[config.mk]
export PLATFORM = sky130hd
export DESIGN_NAME = rep_range_responder
export DESIGN_NICKNAME = d
export VERILOG_FILES = /design/src/rtl/rep_range_responder.sv
export SDC_FILE = /design/constraint.sdc
export NUM_CORES = 1
export LEC_CHECK = 0
export CAP_MARGIN = 10
export CELL_PAD_IN_SITES_DETAIL_PLACEMENT = 0
export CELL_PAD_IN_SITES_GLOBAL_PLACEMENT = 2
export CORE_MARGIN = 4
export CORE_UTILIZATION = 30
export CTS_BUF_LIST = sky130_fd_sc_hd__clkbuf_2
export CTS_CLUSTER_DIAMETER = 200
export DETAILED_ROUTE_END_ITERATION = 8
export PLACE_DENSITY = 0.78
export SLEW_MARGIN = 20
export SYNTH_ARGS = -nofsm -noshare
export SYNTH_HDL_FRONTEND = slang
export SYNTH_SLANG_ARGS = --single-unit
[constraint.sdc]
create_clock -name clk -period 2.25 [get_ports clk]
set_input_delay 0.225 -clock clk [delete_from_list [all_inputs] [get_ports clk]]
set_output_delay 0.225 -clock clk [all_outputs]
set_load 0.01 [all_outputs]
[src/rtl/rep_range_responder.sv]
// ---------------------------------------------------------------------------
// rep_range_responder
//
// Responder side of the transmiter/recevier request-acknowledge pair.  Every
// accepted request (en && transmiter at a posedge) produces a registered
// recevier burst that starts one cycle later.  The burst lasts rep_len cycles,
// clamped to the range [MIN_REP, MAX_REP].  A request that arrives during a
// burst restarts the countdown, so recevier stays high with no gap.
//
// Ports:
//   clk         system clock, all logic on posedge
//   rst         synchronous active-high reset
//   en          request acceptance enable
//   transmiter  request input
//   rep_len     requested burst length, sampled with transmiter
//   recevier    registered acknowledge burst
//   busy        high while in BURST
//   burst_done  high during the final recevier-high cycle of a burst
//   burst_cnt   saturating count of bursts started from IDLE
//   retrig_cnt  saturating count of requests accepted while in BURST
//   chk_err     sticky protocol-check error flag
//
// Optional feature macro: RESP_CHECK_EN
//   When defined, compiles an embedded concurrent assertion and a shadow
//   scoreboard that drives chk_err.  When undefined, chk_err is tied to 0.
// ---------------------------------------------------------------------------
module rep_range_responder #(
  parameter int MIN_REP = 2,
  parameter int MAX_REP = 3,
  parameter int CNT_W   = 16
) (
  input  logic             clk,
  input  logic             rst,
  input  logic             en,
  input  logic             transmiter,
  input  logic [2:0]       rep_len,
  output logic             recevier,
  output logic             busy,
  output logic             burst_done,
  output logic [CNT_W-1:0] burst_cnt,
  output logic [CNT_W-1:0] retrig_cnt,
  output logic             chk_err
);

  localparam int REM_W = (MAX_REP > 0) ? $clog2(MAX_REP + 1) : 1;

  localparam logic IDLE  = 1'b0;
  localparam logic BURST = 1'b1;

  logic             state;
  logic [REM_W-1:0] rem;
  logic             recv_q;
  logic             trig;
  logic [2:0]       len_eff;
  logic [REM_W-1:0] rem_load;

  assign trig = en & transmiter;

  // Clamp the requested length into the legal burst range.
  always_comb begin
    len_eff = rep_len;
    if (rep_len < 3'(MIN_REP))
      len_eff = 3'(MIN_REP);
    else if (rep_len > 3'(MAX_REP))
      len_eff = 3'(MAX_REP);
  end

  // rem counts the cycles still to come after the current one.
  assign rem_load = REM_W'(len_eff - 3'd1);

  always_ff @(posedge clk) begin
    if (rst) begin
      state      <= IDLE;
      rem        <= '0;
      recv_q     <= 1'b0;
      burst_cnt  <= '0;
      retrig_cnt <= '0;
    end else begin
      case (state)
        IDLE: begin
          if (trig) begin
            state  <= BURST;
            recv_q <= 1'b1;
            rem    <= rem_load;
            if (burst_cnt != {CNT_W{1'b1}})
              burst_cnt <= burst_cnt + 1'b1;
          end
        end
        BURST: begin
          // A retrigger wins over the end-of-burst check, so the final
          // cycle can be extended without recevier dropping.
          if (trig) begin
            rem <= rem_load;
            if (retrig_cnt != {CNT_W{1'b1}})
              retrig_cnt <= retrig_cnt + 1'b1;
          end else if (rem == '0) begin
            state  <= IDLE;
            recv_q <= 1'b0;
          end else begin
            rem <= rem - 1'b1;
          end
        end
        default: begin
          state  <= IDLE;
          recv_q <= 1'b0;
        end
      endcase
    end
  end

  assign recevier   = recv_q;
  assign busy       = (state == BURST);
  assign burst_done = (state == BURST) && (rem == '0);

`ifdef RESP_CHECK_EN
  // Shadow scoreboard: bit k of pend means recevier must be high k+1 samples
  // from now.  Each accepted trigger re-arms the next MIN_REP samples.
  logic [MIN_REP-1:0] pend;
  logic               chk_err_q;

  always_ff @(posedge clk) begin
    if (rst) begin
      pend      <= '0;
      chk_err_q <= 1'b0;
    end else begin
      if (pend[0] && !recevier)
        chk_err_q <= 1'b1;
      pend <= (pend >> 1) | (trig ? {MIN_REP{1'b1}} : {MIN_REP{1'b0}});
    end
  end

  assign chk_err = chk_err_q;

  resp_range_a: assert property (
    @(posedge clk) disable iff (rst)
      (en && transmiter) |-> ##1 recevier [*MIN_REP:MAX_REP]
  ) else $error("rep_range_responder: recevier burst too short at time %0t", $time);
`else
  assign chk_err = 1'b0;
`endif

endmodule

==> summary.txt, run 1 <==
Worst setup path
  – CP endpoint kind: flop
  – Nature of the critical path startpoint: flop
  – Worst setup path endpoint: retrig_cnt[13]
  – CP max FO: 6
  – Worst EP required: 2.56 ns
  – Buf/Inv on CP: 1
  – Worst path depth: 6
  – Setup slack, reg-to-reg: approximately 0.32 ns
  – Critical R2R Capture: retrig_cnt[13]
  – Slowest CP cell: or4_1
  – Worst r2r src: retrig_cnt[1]
  – R2r worst-path depth: 6
  – CP Launch Point: retrig_cnt[1]
  – Critical path class: reg2reg
  – Crit path largest cell delay: about 0.64 ns
  – Critical-path cell list: ha_1 > inv_1 > or4_1 > nand3_1 > xor2_1 > nor2_1
  – Worst EP arrival: around 2.2 ns
  – Crit path max-delay family: simple AND/OR/NAND/NOR gates

Power
  – Pleak: a little under 0.9 nW
  – Peak supply drop: ~0.28 mV
  – Clock network fraction of design power: 0.359
  – Combinational Power Share: 0.070
  – Reg power frac: 0.571
  – Sw Pwr: 0.000277 W
  – Int Pwr: around 0.00087 W
  – P per Cell Area: around 470 mW/mm2
  – Sw Share: 0.242

Clock tree
  – CTS tree: done
  – Clk sinks: 36
  – Worst-Skew Late Latency: 0.38 ns
  – CTS clk-pin slew, worst paths: 0.21 ns
  – Post-cts hold buffer count: 0
  – Clock Tree Buf Depth: 2
  – CTS resizes: 0
  – Cts bufs inserted: 5
  – CTS root buf: clkbuf_2
  – H-tree depth: 2
  – # Post-CTS Setup Buffers: 0

Timing
  – Final setup skew: around 0.021 ns
  – Final Hold Vio Count: 0
  – RSZ-0062 raised after global routing: no
  – Final Max Slew Viols: 0
  – Fin crit share: 0.856
  – Fmax: about 0.52 GHz
  – Setup violators final: 0
  – Setup_tns: 0 ns
  – WHS: 0.512 ns
  – Period minus WS final: about 1.9 ns

Final layout
  – Antenna cells: 0
  – P&R area growth vs syn: 33.7%
  – Nets: between 200 and 300
  – Layout cells sized above 1: 0.114

GRT
  – First-pass GRT wire length: around 7400 um
  – Met3 GRT Util: 0.0298
  – Grt ovf: 0
  – Met1 usage in global routing: 0.172
  – GRT busiest layer: met2
  – Gr usage total: 0.124
  – Vias in the first global route: 1543
  – Met2 Track Usage GR: 0.186
  – Pin count of the biggest net entering global routing: 27
  – Antenna violations before repair: 0

Synthesis
  – YS warnings: 0
  – Post-synth design cell area: around 0.0018 mm2
  – Synth Area in XOR/XNOR: 0.0818
  – Multiplexer share of the synthesized area: 0.0193
  – Netlist cell types: between 40 and 50
  – Asr flop ratio synth: 0
  – Primary FF master, synth: dfxtp_1
  – Compound-cell area share of the yosys netlist: 0.114
  – Post-synth top area cell: dfxtp_1
  – Number of flops mapped to enable cells by yosys: 0
  – Mean Syn Cell Area: between 8 and 9 um2
  – Seq cells post-synth: 36
  – Count leader, synth: dfxtp_1
  – Synthesized net count: between 200 and 250
  – Area contributors post-synth: dfxtp_1, nor2_1, xnor2_1
  – Adder-cell share of the synthesized area: 0.0206
  – Post-synth top area share: 0.396
  – Register area share after synthesis: 0.396
  – Post-Synth Simple-Gate Area: 0.338
  – Syn Inst Count: 210
  – Largest family of logic cells by synthesized area: simple AND/OR/NAND/NOR gates
  – Synth cell count leaders: dfxtp_1, nor2_1, a21oi_1, nand3_1, nand4_1

Drt
  – Via count: 1666
  – # DRC: 0
  – Final wirelength: 4330 um
  – Antenna-violating nets left: 0
  – DRT iter0 DRCs: 38
  – Detailed-router iteration count before antenna repair: 4
  – Routed wire per std cell: roughly 13 um
  – Via/cell ratio: 4.93

Floorplan
  – Die Span Y: 85.9 um
  – Ports: 43
  – Die width: 85.9 um
  – Die Area: between 0.007 and 0.008 mm2
  – Initial core utilization: 0.309
  – Rows: 28
  – CORE AREA: 0.00589 mm2

Worst hold path
  – Min-Delay Path Class: reg2reg

Place
  – Final GP Congestion: 0.799
  – Buffers added on ports: 41
  – Post-detail-place hpwl: between 3000 and 4000 um

Flow run
  – Max-cap violation count: 0

Run status
  – Run status: complete, no violations
## state kept, by name (all words and copies together) (netlist names)
name and cells:
burst_cnt 16, busy 1, recevier 1, rem 2
retrig_cnt 16
## metrics by stage
stage | instances | util | cell area (um2) | setup slack, ns | total power [W]
5_1_grt | 338 | 0.413 | 2430 | 0.198 | 0.00120
3_3_place_gp | 330 | 0.403 | 2370 | 0.181 | 0.000747
4_1_cts | 338 | 0.413 | 2430 | 0.326 | 0.00116
3_5_place_dp | 330 | 0.403 | 2370 | 0.144 | 0.000747
6_report | 338 | 0.413 | 2430 | 0.325 | 0.00114
2_1_floorplan | 210 | - | 1820 | 0.487 | 0.000709
## logic make-up after synthesis
family	after synthesis
AND/OR/NAND/NOR	105
flip-flops	36
other	1
XOR/XNOR	17
buffers and inverters	12
multiplexers	3
adder cells (fa/ha/maj)	3
AO/OA/AOI/OAI	33
## final cells by class
cell class	count	area (um2)
multi-input cells	162	1050
fillers	618	3450
clock buffers	5	25.0
repair buffers	51	485
well taps	75	93.8
flip-flops and latches	36	721
inverters	6	22.5
clock inverters	3	37.5
## worst register-to-register path, stage by stage, from the launching register on
cell     delay [ns]
dfxtp_1        0.46
ha_1           0.32
inv_1          0.06
or4_1          0.64
nand3_1        0.19
xor2_1         0.16
nor2_1         0.05
## worst min path at each step
stage	startpoint	end	slack, ns	depth (start not counted)
2_1_floorplan	transmiter	busy	0.37	2
3_3_place_gp	recevier	recevier	0.47	2
3_5_place_dp	recevier	recevier	0.48	2
4_1_cts	rep_len[2]	rem[0]	0.51	4
5_1_grt	recevier	recevier	0.55	2
6_report	recevier	recevier	0.51	2
## power by group through the flow
stage / logic [W] / clock network, W / registers [W]
final: 0.0000800 / 0.000411 / 0.000654
after global routing: 0.0000886 / 0.000452 / 0.000655
after CTS: 0.0000813 / 0.000427 / 0.000654
after detailed placement: 0.0000808 / 0 / 0.000667
after global placement: 0.0000803 / 0 / 0.000666
after floorplan: 0.0000412 / 0 / 0.000668
## routing by layer
metal | share of wire | vias up
met5 | 0 | -
met4 | 0.015 | 0
met3 | 0.045 | 7
met2 | 0.43 | 33
met1 | 0.51 | 762
li1 | - | 864
## cells in the final DEF, fill, tap and decap left out, types with 2 or more instances in the layout
cell type and count:
clkdlybuf4s50_1 41, nand3_2 2, xor2_1 8, nand2_1 10, or3_1 3, inv_1 6
o211ai_1 2, buf_4 10, a31oi_1 3, nand4_1 11, dfxtp_1 36, and3_1 5
a211oi_1 2, ha_1 3, clkinv_1 2, o21ai_0 5, xnor2_1 9, nand4_2 2
nor4_4 2, nor2_1 33, a21oi_1 14, mux2i_1 2, nor4_1 2, and4_1 4
clkbuf_2 5, nand3_1 12, nor3_1 10
Note: power is estimated with default switching activity, not from simulation.
==> run 2: changes to the inputs <==
--- a/config.mk
+++ b/config.mk
@@ -11,7 +11,8 @@
 export CORE_MARGIN = 4
 export CORE_UTILIZATION = 30
 export CTS_BUF_LIST = sky130_fd_sc_hd__clkbuf_2
-export CTS_CLUSTER_DIAMETER = 200
+export CTS_CLUSTER_DIAMETER = 40
+export CTS_CLUSTER_SIZE = 20
 export DETAILED_ROUTE_END_ITERATION = 8
 export PLACE_DENSITY = 0.78
 export SLEW_MARGIN = 20
==> results of run 2 <==
The final DEF is identical to that of run 1; final timing and power are the same.
